[src/rtl/data_mem_sequencer.sv]
// Load/store responder: turns one sized memory request into big-endian byte
// accesses on an 8-bit synchronous RAM, returning sign-extended load data.
module data_mem_sequencer #(
   parameter int ADDR_W = 10
) (
   input  logic              clk,
   input  logic              rst_n,
   input  logic              req_valid,
   output logic              req_ready,
   input  logic [1:0]        mem_read,
   input  logic [1:0]        mem_write,
   input  logic [31:0]       addr,
   input  logic [31:0]       wdata,
   output logic              rsp_valid,
   output logic              rsp_err,
   output logic [31:0]       rdata,
   output logic              busy,
   output logic [ADDR_W-1:0] ram_addr,
   output logic              ram_we,
   output logic [7:0]        ram_wdata,
   input  logic [7:0]        ram_rdata
);

   typedef enum logic [2:0] {IDLE, WR, RD, RDLAST, DONE} state_t;

   state_t              state, state_nxt;
   logic [1:0]          idx, idx_nxt;
   logic [1:0]          size_q;
   logic [1:0]          last_idx;
   logic [1:0]          code;
   logic [ADDR_W-1:0]   base;
   logic [ADDR_W-1:0]   ram_addr_q;
   logic [31:0]         wdata_q;
   logic [31:0]         asm_q;
   logic [31:0]         asm_shift;
   logic [31:0]         wsh;
   logic [31:0]         load_ext;
   logic                err_q;
   logic                both;
   logic                misalign;
   logic                accept;
   logic                unused_bits;

   assign unused_bits = ^{addr[31:ADDR_W], asm_q[31:24]};

   // Size code 01/10/11 maps to final byte index 0/1/3.
   assign last_idx  = {size_q[1] & size_q[0], size_q[1]};
   assign asm_shift = {asm_q[23:0], ram_rdata};

   always_comb begin
      code     = (mem_read != 2'b00) ? mem_read : mem_write;
      both     = (mem_read != 2'b00) && (mem_write != 2'b00);
      misalign = ((code == 2'b10) && addr[0]) ||
                 ((code == 2'b11) && (addr[1:0] != 2'b00));
      accept   = req_valid && (state == IDLE) && (code != 2'b00);

      state_nxt = state;
      idx_nxt   = idx;
      case (state)
         IDLE: begin
            if (accept) begin
               idx_nxt = '0;
               if (both || misalign)          state_nxt = DONE;
               else if (mem_read != 2'b00)    state_nxt = RD;
               else                           state_nxt = WR;
            end
         end
         WR: begin
            if (idx == last_idx) state_nxt = DONE;
            else                 idx_nxt   = idx + 2'd1;
         end
         RD: begin
            if (idx == last_idx) state_nxt = RDLAST;
            else                 idx_nxt   = idx + 2'd1;
         end
         RDLAST:  state_nxt = DONE;
         DONE:    state_nxt = IDLE;
         default: state_nxt = IDLE;
      endcase

      req_ready = (state == IDLE);
      busy      = (state != IDLE);
      rsp_valid = (state == DONE);
      rsp_err   = (state == DONE) && err_q;
      ram_we    = (state == WR);

      // Most significant byte of the datum first: shift by (n-1-idx) bytes.
      wsh       = wdata_q >> {last_idx - idx, 3'b000};
      ram_wdata = (state == WR) ? wsh[7:0] : '0;
      ram_addr  = ((state == WR) || (state == RD)) ? base + ADDR_W'(idx) : ram_addr_q;

      case (size_q)
         2'b01:   load_ext = {{24{asm_shift[7]}}, asm_shift[7:0]};
         2'b10:   load_ext = {{16{asm_shift[15]}}, asm_shift[15:0]};
         default: load_ext = asm_shift;
      endcase
   end

   always_ff @(posedge clk or negedge rst_n) begin
      if (!rst_n) begin
         state      <= IDLE;
         idx        <= '0;
         size_q     <= '0;
         base       <= '0;
         ram_addr_q <= '0;
         wdata_q    <= '0;
         asm_q      <= '0;
         err_q      <= 1'b0;
         rdata      <= '0;
      end else begin
         state      <= state_nxt;
         idx        <= idx_nxt;
         ram_addr_q <= ram_addr;
         if (accept) begin
            base    <= addr[ADDR_W-1:0];
            size_q  <= code;
            wdata_q <= wdata;
            err_q   <= both || misalign;
         end
         // Read data lags the address by one cycle, so byte idx-1 arrives in RD idx.
         if (((state == RD) && (idx != 2'd0)) || (state == RDLAST))
            asm_q <= asm_shift;
         if (state == RDLAST)
            rdata <= load_ext;
      end
   end

endmodule

[config.mk]
export PLATFORM = sky130hd
export DESIGN_NAME = data_mem_sequencer
export DESIGN_NICKNAME = d
export VERILOG_FILES = /design/src/rtl/data_mem_sequencer.sv
export SDC_FILE = /design/constraint.sdc
export NUM_CORES = 1
export LEC_CHECK = 0
export BUFFER_PORTS_ARGS = -buffer_cell sky130_fd_sc_hd__buf_2
export CAP_MARGIN = 30
export CORE_MARGIN = 3
export CORE_UTILIZATION = 57
export CTS_BUF_LIST = sky130_fd_sc_hd__clkbuf_4 sky130_fd_sc_hd__clkbuf_8 sky130_fd_sc_hd__clkbuf_16
export CTS_CLUSTER_DIAMETER = 100
export DETAILED_ROUTE_END_ITERATION = 16
export HOLD_SLACK_MARGIN = 0.06
export PLACE_DENSITY = 0.95
export SLEW_MARGIN = 20
export SYNTH_ARGS = -nofsm -noshare
export SYNTH_HDL_FRONTEND = slang
export SYNTH_SLANG_ARGS = --single-unit
[constraint.sdc]
create_clock -name clk -period 3.6 [get_ports clk]
set_input_delay 0.72 -clock clk [delete_from_list [all_inputs] [get_ports clk]]
set_output_delay 0.72 -clock clk [all_outputs]
set_load 0.03 [all_outputs]
==> impl_metrics.ini <==
[global_routing]
use_met1 = 0.284
grt_pass1_vias = 3790
grt_max_degree = 57
grt_use_met2 = 0.383
grt_overflow = 0
gr-max-usage-layer = met2
grtUsageTotal = 0.229
antenna_found_initial = 0
grtUsageMet3 = 0.0609
grt_pass1_wl_mm = 18.3

[routing]
vias = 3635
vias_per_cell = 5.54
drc = 0
first_pass_iters = 4
drt_iter0_drc = 192
ant_nets = 0
routed_wl_mm = 11.0
wl_per_cell_um = 16.7

[power]
p_per_area_nw_per_um2 = 1100
p_leak_nw = 3.02
p_total_mw = 7.10
vdd_drop_max_v = 0.000740

[floorplanning]
die_w_um = 101
io_pins = 134
row_count = 34
core_um2 = 8760
start_util = 0.587
die-area_um2 = 10200
die_h_um = 101

[synth]
syn_nets = 503
yosys.area_share.simple = 0.0839
synth_top_family_by_area = multiplexers
syn_area_um2 = 5140
synthXorXnorAreaFrac = 0.0238
synthAdderAreaFrac = 0.0209
seq_area_frac_synth = 0.564
yosys-mux-area-fraction = 0.200
syn_avg_cell_area_um2 = 12.4
netlist_instances = 416
yosysUniqueCellTypes = 48
synth_compound_area_frac = 0.0759
ys_seq_elements = 116
async_flop_share = 1.00
synth_edf_count = 0
synth_flop_cell = dfrtp_1
ys_warn_count = 0

[setup_path]
worstSetupStartpointType = flop
path_class = flop to primary output
end_kind = primary output
crit_path_cell_trace = ha_1 > inv_1 > fa_1 > nand3b_1 > nor3_1 > xnor2_1 > a21oi_1 > buf_2
reg2reg_from = state[2]$_DFFE_PN0P_
cp_slowest_cell = dfrtp_1
slowest_delay_ns = 0.41
startpoint = idx[0]$_DFFE_PN0P_
arrival_ns = 2.57
critPathMaxFanout = 4
required_ns = 2.88

[status]
outcome = finished clean

[placement]
place_area_um2 = 5790
preCtsSetupSlack_ns = 0.630
io_buffers = 111
gp_congestion = 0.830
dpl.hpwl_mm = 7.71
dp_cells = 620

[clock_network]
cts_tree = yes
clkLatencyLatePin_ns = 0.51
cts_setup_buffers = 0
cts_resized = 0
numCtsBuffers = 17
htree_levels = 4
clkTransAtPathRegs_ns = 0.06
cts.sinks = 116
clockRootBuffer = clkbuf_8
clockBufferDepth = 2
cts_hold_buf = 0

[sta]
period_share = 0.914
slew_violations = 0
fmax_mhz = 304
fin_skew_ns = 0.00936
whs_ns = 0.145
hold_viol_final = 0
setup_ws_ns = 0.308
relSlewSlack = 0.597
setup_viol_count_final = 0
worst_pin_slew_ns = 0.604
fin_crit_ns = 3.29
rsz0062_at_grt = false
final.setup.tns_ns = 0

[cells_and_area]
final_cells = 656
syn2layout_area_growth_pct = 25.1
drive_gt1_frac = 0.436
final_util = 0.734
diodes = 0
nNetsFinal = 622
design_area_um2 = 6430

[flow_run]
cap_violations = 0

[hold_path]
hold_class = input pin to async pin
==> area by class of cell <==
cell class	count	area, um^2
Clock inverter	15	193
Inverter	7	26.3
Clock buffer	17	414
Sequential cell	116	2900
Multi-Input combinational cell	271	2090
Timing Repair Buffer	122	673
Tap cell	108	135
Fill cell	577	2330
==> metal layers <==
layer	share of wire	routed length (um)	vias up
li1	-	-	1690
met5	0	0	-
met3	0.056	612	24
met1	0.41	4490	1785
met2	0.51	5630	136
met4	0.022	241	0
==> report_power, final <==
part	internal, mW	switching (mW)
Combinational	1.30	1.77
Clock	1.07	0.631
Sequential	1.92	0.411
==> flip-flops by register name (all words and copies together), names as in the netlist <==
register,count
rdata,32
wdata_q,32
asm_q,24
base,10
ram_addr_q,10
state,3
idx,2
size_q,2
err_q,1
==> synth_stat cells (2+ instances only) <==
master | n | share of area
dfrtp_1 | 116 | 0.56
mux2_2 | 73 | 0.16
nor2_1 | 38 | 0.028
nand2_1 | 35 | 0.026
a21oi_1 | 34 | 0.033
mux2i_1 | 16 | 0.031
buf_2 | 9 | 0.0088
o21ai_0 | 8 | 0.0078
o22ai_1 | 8 | 0.0097
xnor2_1 | 8 | 0.014
ha_1 | 7 | 0.017
inv_1 | 7 | 0.0051
clkbuf_1 | 5 | 0.0036
nor2b_1 | 4 | 0.0049
a21o_1 | 3 | 0.0044
buf_4 | 3 | 0.0044
mux2_4 | 3 | 0.0088
nor3_1 | 3 | 0.0029
a2111oi_0 | 2 | 0.0034
and2_1 | 2 | 0.0024
buf_1 | 2 | 0.0015
buf_6 | 2 | 0.0044
nor4_1 | 2 | 0.0024
or2_2 | 2 | 0.0024
==> final timing paths <==
| path | endpoint | slack [ns] | depth (start not counted) |
|---|---|---|---|
| min | asm_q[22]$_DFFE_PN0P_ | 0.14 | 1 |
| min reg2reg | rdata[1]$_DFFE_PN0P_ | 0.50 | 1 |
| max in group asynchronous | wdata_q[22]$_DFFE_PN0P_ | 2.58 | 3 |
| max | ram_addr[8] | 0.31 | 8 |
| min in group clk | wdata_q[29]$_DFFE_PN0P_ | 0.44 | 2 |
| max reg2reg | rdata[23]$_DFFE_PN0P_ | 1.39 | 5 |
==> placed cells by master (no fill, tap or decap), types with 6 or more instances in the layout <==
cell       netlist  final
buf_4            3     10
mux2i_1         16     16
a21oi_1         34     34
nor2_1          38     38
inv_1            7      7
o21ai_0          8      8
mux2_2          73     73
xnor2_1          8      8
ha_1             7      7
clkbuf_16        0     16
inv_6            0      6
nand2_1         35     35
buf_2            9    110
dfrtp_1        116    116
o22ai_1          8      8
==> kinds of logic (layout without fill, tap and decap cells) <==
logic type / Yosys count / in the layout
compound gates: 64 / 64
flops: 116 / 116
xor+xnor: 11 / 11
mux: 92 / 92
simple gates: 96 / 96
buf+inv: 29 / 161
fa+ha+maj: 8 / 8
==> worst max-delay path: cells and delay by family, from the launching register on <==
family | cells | cell delay, ns
buf+inv | 2 | 0.28
simple gates | 2 | 0.51
fa+ha+maj | 2 | 0.57
flops | 1 | 0.41
compound gates | 1 | 0.19
xor+xnor | 1 | 0.11
Power figures use the tool's default switching activity.
